### src/rtl/pcie_dest_drain.sv
// pcie_dest_drain: round-robin drain of the D0/D1 destination FIFOs into one dest-tagged stream.
// Optional per-destination accepted-word counters are built when PCIE_DRAIN_CNT_EN is defined.
module pcie_dest_drain #(
  parameter int unsigned BITNUMBER = 6,
  parameter int unsigned CNT_WIDTH = 8
) (
  input  logic                 clk,
  input  logic                 reset,
  input  logic                 enable,
  input  logic                 D0_can_pop,
  input  logic                 D1_can_pop,
  input  logic [BITNUMBER-1:0] data_in0,
  input  logic [BITNUMBER-1:0] data_in1,
  input  logic                 ready_in,
  output logic                 pop_D0,
  output logic                 pop_D1,
  output logic [BITNUMBER-1:0] data_out,
  output logic                 dest_out,
  output logic                 valid_out,
  output logic                 drain_idle,
  output logic [CNT_WIDTH-1:0] cnt_D0,
  output logic [CNT_WIDTH-1:0] cnt_D1
);

  typedef enum logic [1:0] {StIdle, StActive, StFlush} state_e;

  state_e               state_q, state_d;
  logic                 pop0_q, pop0_d, pop1_q, pop1_d;
  logic                 cap_q, cap_d, cap_dest_q, cap_dest_d;
  logic                 rr_q, rr_d;
  logic [BITNUMBER-1:0] buf_data_q [2];
  logic [BITNUMBER-1:0] buf_data_d [2];
  logic [1:0]           buf_dest_q, buf_dest_d;
  logic                 rd_ptr_q, rd_ptr_d, wr_ptr_q, wr_ptr_d;
  logic [1:0]           occ_q, occ_d;
  logic                 deq, pending, can_issue, gnt1;
  logic [2:0]           held;

  assign valid_out  = (occ_q != 2'd0);
  assign data_out   = valid_out ? buf_data_q[rd_ptr_q] : '0;
  assign dest_out   = valid_out & buf_dest_q[rd_ptr_q];
  assign pop_D0     = pop0_q;
  assign pop_D1     = pop1_q;
  assign deq        = valid_out & ready_in;
  assign pending    = pop0_q | pop1_q | cap_q | valid_out;
  assign drain_idle = (state_q == StIdle) & ~pending;

  // Words owed to the sink once this cycle's dequeue is taken; at most two may be outstanding.
  assign held      = 3'(occ_q) + 3'(pop0_q | pop1_q) + 3'(cap_q) - 3'(deq);
  assign can_issue = (state_q == StActive) & enable & (held < 3'd2);

  always_comb begin
    pop0_d = 1'b0;
    pop1_d = 1'b0;
    rr_d   = rr_q;
    gnt1   = 1'b0;
    if (can_issue && (D0_can_pop || D1_can_pop)) begin
      gnt1   = (D0_can_pop && D1_can_pop) ? rr_q : D1_can_pop;
      pop1_d = gnt1;
      pop0_d = ~gnt1;
      rr_d   = ~gnt1;
    end
  end

  always_comb begin
    state_d = state_q;
    unique case (state_q)
      StIdle:   if (enable) state_d = StActive;
      StActive: if (!enable) state_d = pending ? StFlush : StIdle;
      StFlush: begin
        if (enable) begin
          state_d = StActive;
        end else if (!pending) begin
          state_d = StIdle;
        end
      end
      default:  state_d = StIdle;
    endcase
  end

  always_comb begin
    cap_d      = pop0_q | pop1_q;
    cap_dest_d = pop1_q;
    buf_data_d = buf_data_q;
    buf_dest_d = buf_dest_q;
    if (cap_q) begin
      buf_data_d[wr_ptr_q] = cap_dest_q ? data_in1 : data_in0;
      buf_dest_d[wr_ptr_q] = cap_dest_q;
    end
    wr_ptr_d = wr_ptr_q ^ cap_q;
    rd_ptr_d = rd_ptr_q ^ deq;
    occ_d    = occ_q + 2'(cap_q) - 2'(deq);
  end

  always_ff @(posedge clk or negedge reset) begin
    if (!reset) begin
      state_q    <= StIdle;
      pop0_q     <= 1'b0;
      pop1_q     <= 1'b0;
      cap_q      <= 1'b0;
      cap_dest_q <= 1'b0;
      rr_q       <= 1'b0;
      buf_data_q <= '{default: '0};
      buf_dest_q <= 2'b00;
      rd_ptr_q   <= 1'b0;
      wr_ptr_q   <= 1'b0;
      occ_q      <= 2'd0;
    end else begin
      state_q    <= state_d;
      pop0_q     <= pop0_d;
      pop1_q     <= pop1_d;
      cap_q      <= cap_d;
      cap_dest_q <= cap_dest_d;
      rr_q       <= rr_d;
      buf_data_q <= buf_data_d;
      buf_dest_q <= buf_dest_d;
      rd_ptr_q   <= rd_ptr_d;
      wr_ptr_q   <= wr_ptr_d;
      occ_q      <= occ_d;
    end
  end

`ifdef PCIE_DRAIN_CNT_EN
  logic [CNT_WIDTH-1:0] cnt0_q, cnt0_d, cnt1_q, cnt1_d;

  always_comb begin
    cnt0_d = cnt0_q;
    cnt1_d = cnt1_q;
    if (deq) begin
      if (dest_out) begin
        cnt1_d = cnt1_q + CNT_WIDTH'(1);
      end else begin
        cnt0_d = cnt0_q + CNT_WIDTH'(1);
      end
    end
  end

  always_ff @(posedge clk or negedge reset) begin
    if (!reset) begin
      cnt0_q <= '0;
      cnt1_q <= '0;
    end else begin
      cnt0_q <= cnt0_d;
      cnt1_q <= cnt1_d;
    end
  end

  assign cnt_D0 = cnt0_q;
  assign cnt_D1 = cnt1_q;
`else
  assign cnt_D0 = '0;
  assign cnt_D1 = '0;
`endif

endmodule

### config.mk
export PLATFORM = sky130hd
export DESIGN_NAME = pcie_dest_drain
export DESIGN_NICKNAME = d
export VERILOG_FILES = /design/src/rtl/pcie_dest_drain.sv
export SDC_FILE = /design/constraint.sdc
export NUM_CORES = 1
export LEC_CHECK = 0
export CORE_MARGIN = 5
export CORE_UTILIZATION = 41
export DETAILED_ROUTE_END_ITERATION = 8
export PLACE_DENSITY = 0.76
export REMOVE_ABC_BUFFERS = 1
export SYNTH_ARGS = -nofsm -noshare
export SYNTH_HDL_FRONTEND = slang
export SYNTH_SLANG_ARGS = --single-unit
### constraint.sdc
create_clock -name clk -period 2.9 [get_ports clk]
set_clock_uncertainty 0.1 [all_clocks]
set_input_delay 0.725 -clock clk [delete_from_list [all_inputs] [get_ports clk]]
set_output_delay 0.725 -clock clk [all_outputs]
set_load 0.02 [all_outputs]
Word-level counts from Yosys, hierarchy flattened
Index checks and enable logic that the tools add are counted.
Storage, ports and cells
  register bits after elaboration: 25
  input bits: 18
  output and inout bits: 27
Cells by class
  add/subtract/negate cells: 5
  $lt $le $gt $ge: 7
  eq/ne operators: 5
  multiplexer cells: 22
  bitwise logic cells: 15
  reduce and logical (&&, ||, !) cells: 8
Operator list (count)
  $mux 6: 6
  $bwmux 12: 1
  $mux 2: 5
  $demux 6 s1: 1
  $mux 1: 6
  $pmux 2 s3: 1
  $and 1x1->1: 5
  $ge 2x2->1 const B: 2
  $logic_and 1x1->1: 4
  $lt 1x2->1 const B: 2
  $ne 2x2->1 const B: 2
  $not 1->2: 2
  $or 1x1->1: 4
  $add 2x1->3: 1
  $add 3x1->3: 1
  $lt 3x2->1 const B: 1
  $ne 3x3->1 const B: 1
  $reduce_and 3->1: 1
  $sub 3x1->3: 1
  $add 2x1->2: 1
  $bwmux 2: 1
  $eq 2x1->1 const B: 1
  $eq 2x2->1 const B: 1
  $logic_not 2->1: 1
  other kinds (8): 10

Depth between registers and ports, before layout
Gate-level depths: netlist of the first run.
  depth after elaboration: 8
  gate-level depth with buffers: 11
  depth with buffers taken out: 11

Worst setup path after synthesis of the first run
OpenSTA, ideal clock, no wires.
  path kind: flip-flop to flip-flop
  from: register occ_q[1]
  to: register rr_q
  arrival time: 2.594 ns
  required time: 2.679 ns
  path slack: 0.085 ns
  stages on the path, launching flop included: 12
  path buffers: 0
  clock period less this slack: 2.815 ns
  cells stage by stage: dfrtp_1 nor2_2 inv_2 and2_4 ha_1 inv_1 ha_1 a21o_1 fa_1 and4bb_1 and4_1 a21oi_1
Between the ends
  cells in the longest elaborated chain, start to end: 6
  elaborated cells between the ends (all ways): 8
  those cells by class: add/sub: 3; order compare: 1; bitwise: 2; reduce/logical: 2
Ends and longest elaborated chain
  start, declared: RTL line 35  | logic [1:0] occ_q, occ_d;
  start signal, assigned: RTL line 107  | occ_q <= 2'd0;
  start signal, assigned: RTL line 119  | occ_q <= occ_d;
  $reduce_bool 2->1: RTL line 39  | assign valid_out = (occ_q != 2'd0);
  net valid_out: RTL line 19  | output logic valid_out,
  $and 1x1->1: RTL line 44  | assign deq = valid_out & ready_in;
  $sub 3x1->3: RTL line 49  | assign held = 3'(occ_q) + 3'(pop0_q | pop1_q) + 3'(cap_q) - 3'(deq);
  $lt 3x2->1: RTL line 50  | assign can_issue = (state_q == StActive) & enable & (held < 3'd2);
  $and 1x1->1: RTL line 50
  $logic_and 1x1->1: RTL line 57  | if (can_issue && (D0_can_pop || D1_can_pop)) begin
  end signal, assigned: RTL line 114  | rr_q <= rr_d;
  end, declared: RTL line 30  | logic rr_q, rr_d;
The timed path passes the listed nets, and every way through them passes these cells.
A chain may end at the register's enable or synchronous reset.

Final worst setup path of the first run
  from: register occ_q[1]
  to: output drain_idle
Between the ends
  cells in the longest elaborated chain, start to end: 4
Ends and longest elaborated chain
  $reduce_bool 2->1: RTL line 39
  $or 1x1->1: RTL line 45  | assign pending = pop0_q | pop1_q | cap_q | valid_out;
  $not 1->1: RTL line 46  | assign drain_idle = (state_q == StIdle) & ~pending;
  $and 1x1->1: RTL line 46
  end, declared: RTL line 20  | output logic drain_idle,
Every way passes these cells.

==> impl_summary.md, run 1 <==
Timing
Setup repair after global routing left no endpoint under its margin. Setup slack closes at 0.165 ns. The final count of hold timing violations is 0. The smallest hold slack is 0.364 ns. The final number of max-transition violations is 0. The total setup violations reported at the end of the flow is 0. The shortest period the worst path allows is 2.73 ns. After routing, the total negative slack on setup checks comes to 0 ns.

In the finished design, the share of the clock period the worst path needs comes to 94.3%. Based on the critical path, the design can be clocked at up to 366 MHz.

Placed design
The sum of net half-perimeters after detailed placement is 2080 um. The number of instances in the placed design is 200. After detailed placement, the total cell area comes to 1630 um2. At the end of routability-driven placement, the weighted congestion stood at 0.852. During placement, the flow inserted port buffers numbering 28. Timing analysis after detailed placement gives a worst setup slack of -0.320 ns.

Route
For this run, design rule violations remaining after detail routing come to 0. The number of violations reported at the end of detailed-routing iteration 0 is 33. The post-detailed-route via-to-cell ratio is 4.55. The detailed-routing iteration count for the pre-antenna-repair pass is 4. Once detail routing completed, the nets flagged for antenna violations numbered 0. The total number of vias is 938.

The routed design has 2660 um of wire. In the final routed layout, each cell accounts on average for 12.9 um.

Cells and area
The area growth from synthesis to layout is 24.4%. In the final layout, the multi-input gates occupy 618 um2. Leaving out filler cells and counting taps, the final layout contains 206. The most common library cell in the layout ignoring fill and taps is clkdlybuf4s50_1. Cells with a size suffix above 1 make up 13.0% of the layout. The area occupied by registers is 627 um2.

The layout has 296 filler cells. The number of antenna repair diodes is 0. The net count of the finished layout is 188. The library cells used most frequently in the layout, excluding fill and tap cells, are clkdlybuf4s50_1, dfrtp_1, nor2_1. The finished cells cover 1680 um2.

Cells fill 54.3% of the core in the end.

Run status
The run finished with clean final reports.

Job
The number of max-capacitance violations reported is 0.

Critical path
The setup path with the least slack is of type register to primary output. The nature of the critical path endpoint is a primary output. The reg2reg setup slack is 0.17 ns. At the worst endpoint, the required time is 2.08 ns. The largest fanout of any net on the critical path is 3. The startpoint type of the worst setup path is a register. The arrival time of data at the critical path endpoint is 1.91 ns.

Worst hold path
The min-delay analysis places its worst path in the category register to register.

Clock network
The worst-skew pair later-pin latency is 0.32 ns. The buffer type at the clock tree root is clkbuf_4. In this run the deepest clock path goes through 2 buffers. The number of buffers added by the clock tree synthesis step is 3. Counting every sink on the clock net gives 25.

The number of buffers inserted by hold repair at cts is 0. The post-CTS clock slew at the launch and capture registers of the worst setup and hold paths is 0.14 ns. The deepest level of the CTS H-tree is 1. TritonCTS built the clock tree.

Global route
The overall fraction of global-route tracks in use is 12.9%. The initial antenna violation count came to 0. The via count of the first global-routing pass is 975. Entering global routing, the biggest net connects 26 pins. The global-route wire length before repair is 4440 um. Global routing finished with a remaining overflow of 0.

Power and ir drop
The design draws 1.60 mW. The leakage power summed over all cells is 0.787 nW. Per report_power, the sequential group accounts for 37.6% of the total. Summed over all nets, the switching power comes to 0.650 mW. The internal portion of total power is 0.950 mW. Of the total power, combinational logic draws 52.8%. The peak ir drop on the vdd network is 0.496 mV. The clock network accounts for 9.5% of the total power.

The proportion of total power due to net switching is 40.6%. In this run the power density over the cells is 950 nW/um2.

Yosys
The post-synthesis share of cell area spent on xor and xnor gates is 3.23%. Each instance of the synthesized netlist takes up on average 10.4 um2. The combined area of all synthesized cells is 1350 um2.

The synthesized-area fraction occupied by ao, oa, aoi and oai cells is 6.65%. The number of distinct library cell variants in the gate-level netlist after synthesis is 26. The register bit count reported by yosys is 25. The sequential cell area fraction in the yosys report is 46.2%.

After Yosys synthesis, full adders, half adders and majority gates account for 7.02% of the synthesized area. By area the synthesized netlist is led by dfrtp_1, mux2i_1, buf_4, a21oi_1, ha_1. The dominant combinational cell family by area after synthesis is buffers and inverters.

The Yosys step of the flow raised 0 warnings. The portion of synthesized cell area occupied by the leading cell type is 46.2%. Of the post-synthesis cell area, the part taken by muxes is 11.3%. The synthesized-area fraction occupied by and/or/nand/nor cells is 12.4%. The biggest area contributor in the post-synthesis netlist is dfrtp_1. The count of mapped cells out of synthesis is 130.

Floorplanning
The floorplan step defined a die boundary enclosing 4550 um2. The die outline width is 67.5 um. The standard cell core area is 3100 um2. For this design the top-level I/O count stands at 45.

For this configuration, the core starts out at a cell density of 43.6%. From bottom edge to top edge, the die measures 67.5 um. The floorplan has 20 rows.
worst paths after layout:
| kind | from | endpoint | cells past startpoint |
|---|---|---|---|
| worst min register to register | pop_D1$_DFF_PN0_ | cap_dest_q$_DFF_PN0_ | 0 |
| max in group asynchronous | reset | occ_q[1]$_DFF_PN0_ | 2 |
| worst max register to register | occ_q[1]$_DFF_PN0_ | rr_q$_DFFE_PN0P_ | 11 |
| worst max-delay path | occ_q[1]$_DFF_PN0_ | drain_idle | 4 |
| min in group asynchronous | reset | buf_data_q[9]$_DFFE_PN0P_ | 2 |
| worst min-delay path | pop_D1$_DFF_PN0_ | cap_dest_q$_DFF_PN0_ | 0 |
cells in the mapped netlist:
cell type,n
or4_4,1
dfrtp_1,25
conb_1,1
and2_4,1
a21oi_1,15
and4_1,1
buf_4,16
or2_1,1
mux2i_1,13
inv_2,1
inv_1,9
ha_1,6
clkbuf_1,2
fa_1,1
nor2_2,2
xor2_1,2
nor4_4,1
and4bb_1,1
buf_2,2
a21o_1,1
mux2_2,2
xnor2_1,3
a21boi_1,1
nor2_1,19
nor3_1,1
nand3_1,2
worst max-delay path, stage by stage (launching register included):
cell	delay, ns
dfrtp_2	0.45
buf_4	0.15
or4_4	0.51
nor4_4	0.14
dlygate4sd2_1	0.36
timing repair:
action	4_1_cts	5_1_grt
pin swaps	0	3
setup endpoints to repair	1	3
resized for setup	1	5
setup buffers	0	2
power groups by stage:
stage,Clock (mW),Sequential (mW),Combinational (mW)
after floorplan,0,0.585,0.515
after global placement,0,0.607,0.794
after detailed placement,0,0.618,0.818
after CTS,0.159,0.610,0.818
after global routing,0.174,0.622,0.946
final,0.153,0.602,0.845
layer usage:
layer,wire (um),track usage [%]
met5,0,0
met2,1160,20.4
met4,87,6.33
met3,278,3.83
met1,1140,16.1
cell type report:
class                   instances  area share, %
flip-flops and latches         25           37.2
multi-input cells              90           36.7
repair buffers                 33           18.9
well taps                      44           3.27
inverters                      10           2.23
clock buffers                   3           1.34
clock inverters                 1          0.297
sequential cells by signal, indices dropped and copies added, names as in the netlist:
name        flops
buf_dest_q      2
pop_D1          1
cap_q           1
pop_D0          1
cap_dest_q      1
buf_data_q     12
wr_ptr_q        1
rr_q            1
occ_q           2
state_q         2
rd_ptr_q        1
cell families after synthesis:
logic type / Yosys count
other: 1
adder cells (fa/ha/maj): 7
multiplexers: 15
AND/OR/NAND/NOR: 30
buffers and inverters: 30
AO/OA/AOI/OAI: 17
flip-flops: 25
XOR/XNOR: 5
Power figures use the tool's default switching activity.
==> run 2: changes to the inputs <==
--- a/config.mk
+++ b/config.mk
@@ -5,10 +5,11 @@
 export SDC_FILE = /design/constraint.sdc
 export NUM_CORES = 1
 export LEC_CHECK = 0
+export CORE_ASPECT_RATIO = 1.25
 export CORE_MARGIN = 5
-export CORE_UTILIZATION = 41
+export CORE_UTILIZATION = 45
 export DETAILED_ROUTE_END_ITERATION = 8
-export PLACE_DENSITY = 0.76
+export PLACE_DENSITY = 0.79
 export REMOVE_ABC_BUFFERS = 1
 export SYNTH_ARGS = -nofsm -noshare
 export SYNTH_HDL_FRONTEND = slang
==> constraint.sdc (replaced) <==
create_clock -name clk -period 2.8 [get_ports clk]
set_clock_uncertainty 0.1 [all_clocks]
set_input_delay 0.7 -clock clk [delete_from_list [all_inputs] [get_ports clk]]
set_output_delay 0.7 -clock clk [all_outputs]
set_load 0.02 [all_outputs]
==> run 2 against run 1 <==
Effect of this change:
- non-clock buffer count rose by 3
- power rose by 6.6%
- combinational power rose by 10%
- sequential share of layout area fell by 1.0 points
- sequential power rose by 3.5%
- via count fell by 0.21%
==> impl_summary.md, run 2 (same netlist as run 1, synthesis figures left out) <==
Cells and area
buf_data_q holds more flip-flops than any other register. The ratio of cells with drive above 1 in the final layout is 16.4%. The top cell types in the final layout, fill and taps aside, are clkdlybuf4s50_1, dfrtp_1, nor2_1.

The finished layout holds 201 standard cells, fillers aside. The final net count is 191. Summing all non-filler instances in the final layout gives an area of 1730 um2.

The number of antenna repair diodes is 0. The flip-flop count of the largest register, all copies and words added is 12. The library cell used most frequently in the layout, excluding fill and tap cells, is clkdlybuf4s50_1.

At the end of the flow the core is filled with cells to 59.2%. The area growth from synthesis to layout is 27.6%.

Critical path
The worst register-to-register path has a depth of 11. Across all register-to-register paths, the minimum setup slack is 0.1 ns. The nature of the critical path endpoint is a register. The class of the most critical setup path is register to register. The most critical setup path has its endpoint at rr_q$_DFFE_PN0P_.

The worst setup path is launched from a register. The arrival time of data at the critical path endpoint is 2.82 ns. The largest fanout of any net on the critical path is 4. The launching point of the worst reg2reg path is occ_q[0]$_DFF_PN0_. Data on the critical path is required at its endpoint by 2.92 ns. The worst setup path startpoint is occ_q[0]$_DFF_PN0_.

The end of the worst register-to-register path is rr_q$_DFFE_PN0P_.

Global route
The total overflow left after global routing is 0. For this run, the total global-route usage over all layers was measured as 12.1%. The initial antenna violation count is 0. The first global-routing pass estimated 4020 um of wire.

The largest net degree at the start of global routing is 26. The via count of the first global-routing pass was 916.

Floorplanning
The die outline width is 59.1 um. The number of top-level pins is 45. Once the floorplan was initialized, standard cells occupied 46.4% of the core. The core region is 2920 um2. In this run the vertical extent of the chip is 71.3 um. The die covers 4210 um2.

In this run the core area contains 22 standard-cell rows.

Clock network
For this design, the sink count on the clock tree is 25. The buffer type at the clock tree root is clkbuf_4. After clock tree synthesis, the clock-pin slew on the worst setup and hold paths is 0.13 ns. In this run the deepest clock path goes through 2 buffers. The CTS tree is yes. The number of buffers added by the clock tree synthesis step is 3. The worst-skew pair later-pin latency is 0.31 ns. In this run the number of H-tree levels came out at 1.

Timing
Dividing the final minimum period by the clock period gives 96.6%. The final number of max-transition violations is 0. The worst path needs 2.70 ns of the cycle, external delays included.

The timing-limited maximum frequency is 370 MHz. The final count of hold timing violations is 0. The minimum setup slack in the final design is 0.0964 ns.

Setup violations remaining at the end of the flow were counted as 0. The smallest hold slack is 0.347 ns.

Power and ir drop
The switching power is 0.685 mW. In this run the power density over the cells is 987 nW/um2. The internal portion of total power is 1.02 mW. The sequential group share of total power is 36.5%.

Across the VDD grid, the largest voltage drop is 0.649 mV. Of the total power, the share spent switching nets is 40.2%. Of the total power, the clock network draws 9.0%. The combinational group share of total power is 54.5%. The leakage power summed over all cells is 0.804 nW.

Placed design
After detailed placement, the design holds a cell count of 193. Summing all placed instances gives a cell area of 1630 um2. The sum of net half-perimeters after detailed placement is 2010 um.

Input and output buffers added on the ports amount to 28. Routability-driven placement finished with a final weighted congestion of 0.755. The worst setup slack after placement is -0.387 ns.

Route
After detailed routing, the number of remaining DRC violations is 0. The routed design uses 1360 um of met2 wire. The number of nets with antenna violations after detailed routing is 0.

Using the TritonRoute via totals, the vias-per-cell ratio works out to 4.66. The met1 wire length is 1040 um. The number of violations reported at the end of detailed-routing iteration 0 is 10. The total number of vias is 936.

The first detailed-routing pass ran for 3 iterations. After detailed routing, the average wire length per cell comes to 12.9 um. The uppermost layer routed is met4. Summed over all layers, the routed wires come to 2590 um.

The met3 wirelength from detailed routing is 158 um.

Job
The tool flagged a number of max-cap violations equal to 0.

Run status
The flow ran to the end, and the final reports show no timing, DRC or antenna violations.

Worst hold path
The path type of the worst min-delay path is register to register.
## run 2: cell count changes in the layout (fill, tap and decap cells not counted), sizes merged
cell and change:
buf +3
## run 2: worst min path at each step
stage | start | end | slack (ns) | cells past startpoint
2_1_floorplan | reset | buf_data_q[0]$_DFFE_PN0P_ | 0.30 | 0
3_3_place_gp | pop_D1$_DFF_PN0_ | cap_dest_q$_DFF_PN0_ | 0.31 | 0
3_5_place_dp | pop_D1$_DFF_PN0_ | cap_dest_q$_DFF_PN0_ | 0.32 | 0
4_1_cts | pop_D1$_DFF_PN0_ | cap_dest_q$_DFF_PN0_ | 0.35 | 0
5_1_grt | pop_D1$_DFF_PN0_ | cap_dest_q$_DFF_PN0_ | 0.37 | 0
6_report | pop_D1$_DFF_PN0_ | cap_dest_q$_DFF_PN0_ | 0.35 | 0
## run 2: routing by layer
layer / up-vias / track usage (%)
li1: 464 / -
met5: - / 0
met1: 440 / 14.4
met3: 2 / 2.70
met4: 0 / 3.02
met2: 30 / 21.5
## run 2: area by class of cell
type                            instances  area (um2)
Fill cell                             266        1190
Multi-Input combinational cell         90         651
Sequential cell                        25         626
Timing Repair Buffer                   36         342
Tap cell                               36        45.0
Inverter                               10        37.5
Clock buffer                            3        22.5
Clock inverter                          1        5.00
## run 2: metrics by stage
step / power, mW / TNS (ns)
6_report: 1.71 / 0
5_1_grt: 1.84 / -0.0331
4_1_cts: 1.65 / 0
3_3_place_gp: 1.46 / -0.866
2_1_floorplan: 1.14 / -0.0154
3_5_place_dp: 1.50 / -1.08
## run 2: critical path, cell delays in order, from the launching register on
cell      delay (ns)
dfrtp_1         0.46
nor2_2          0.17
inv_2           0.05
and2_4          0.14
ha_4            0.25
inv_2           0.04
ha_4            0.22
a21o_1          0.16
fa_1            0.44
and4bb_1        0.34
and4_1          0.21
a21oi_2         0.04
## run 2: repair_timing
action                     in CTS  in global routing
resized for setup               1                  8
pin swaps                       3                  6
setup endpoints to repair       3                  3
hold buffers                    0                  0
setup buffers                   0                  4
## run 2: power groups by stage
stage	Clock (mW)	Combinational, mW	Sequential [mW]
after detailed placement	0	0.873	0.627
final	0.153	0.930	0.623
after floorplan	0	0.533	0.606
after global placement	0	0.837	0.619
after global routing	0.176	1.02	0.641
after CTS	0.164	0.871	0.617
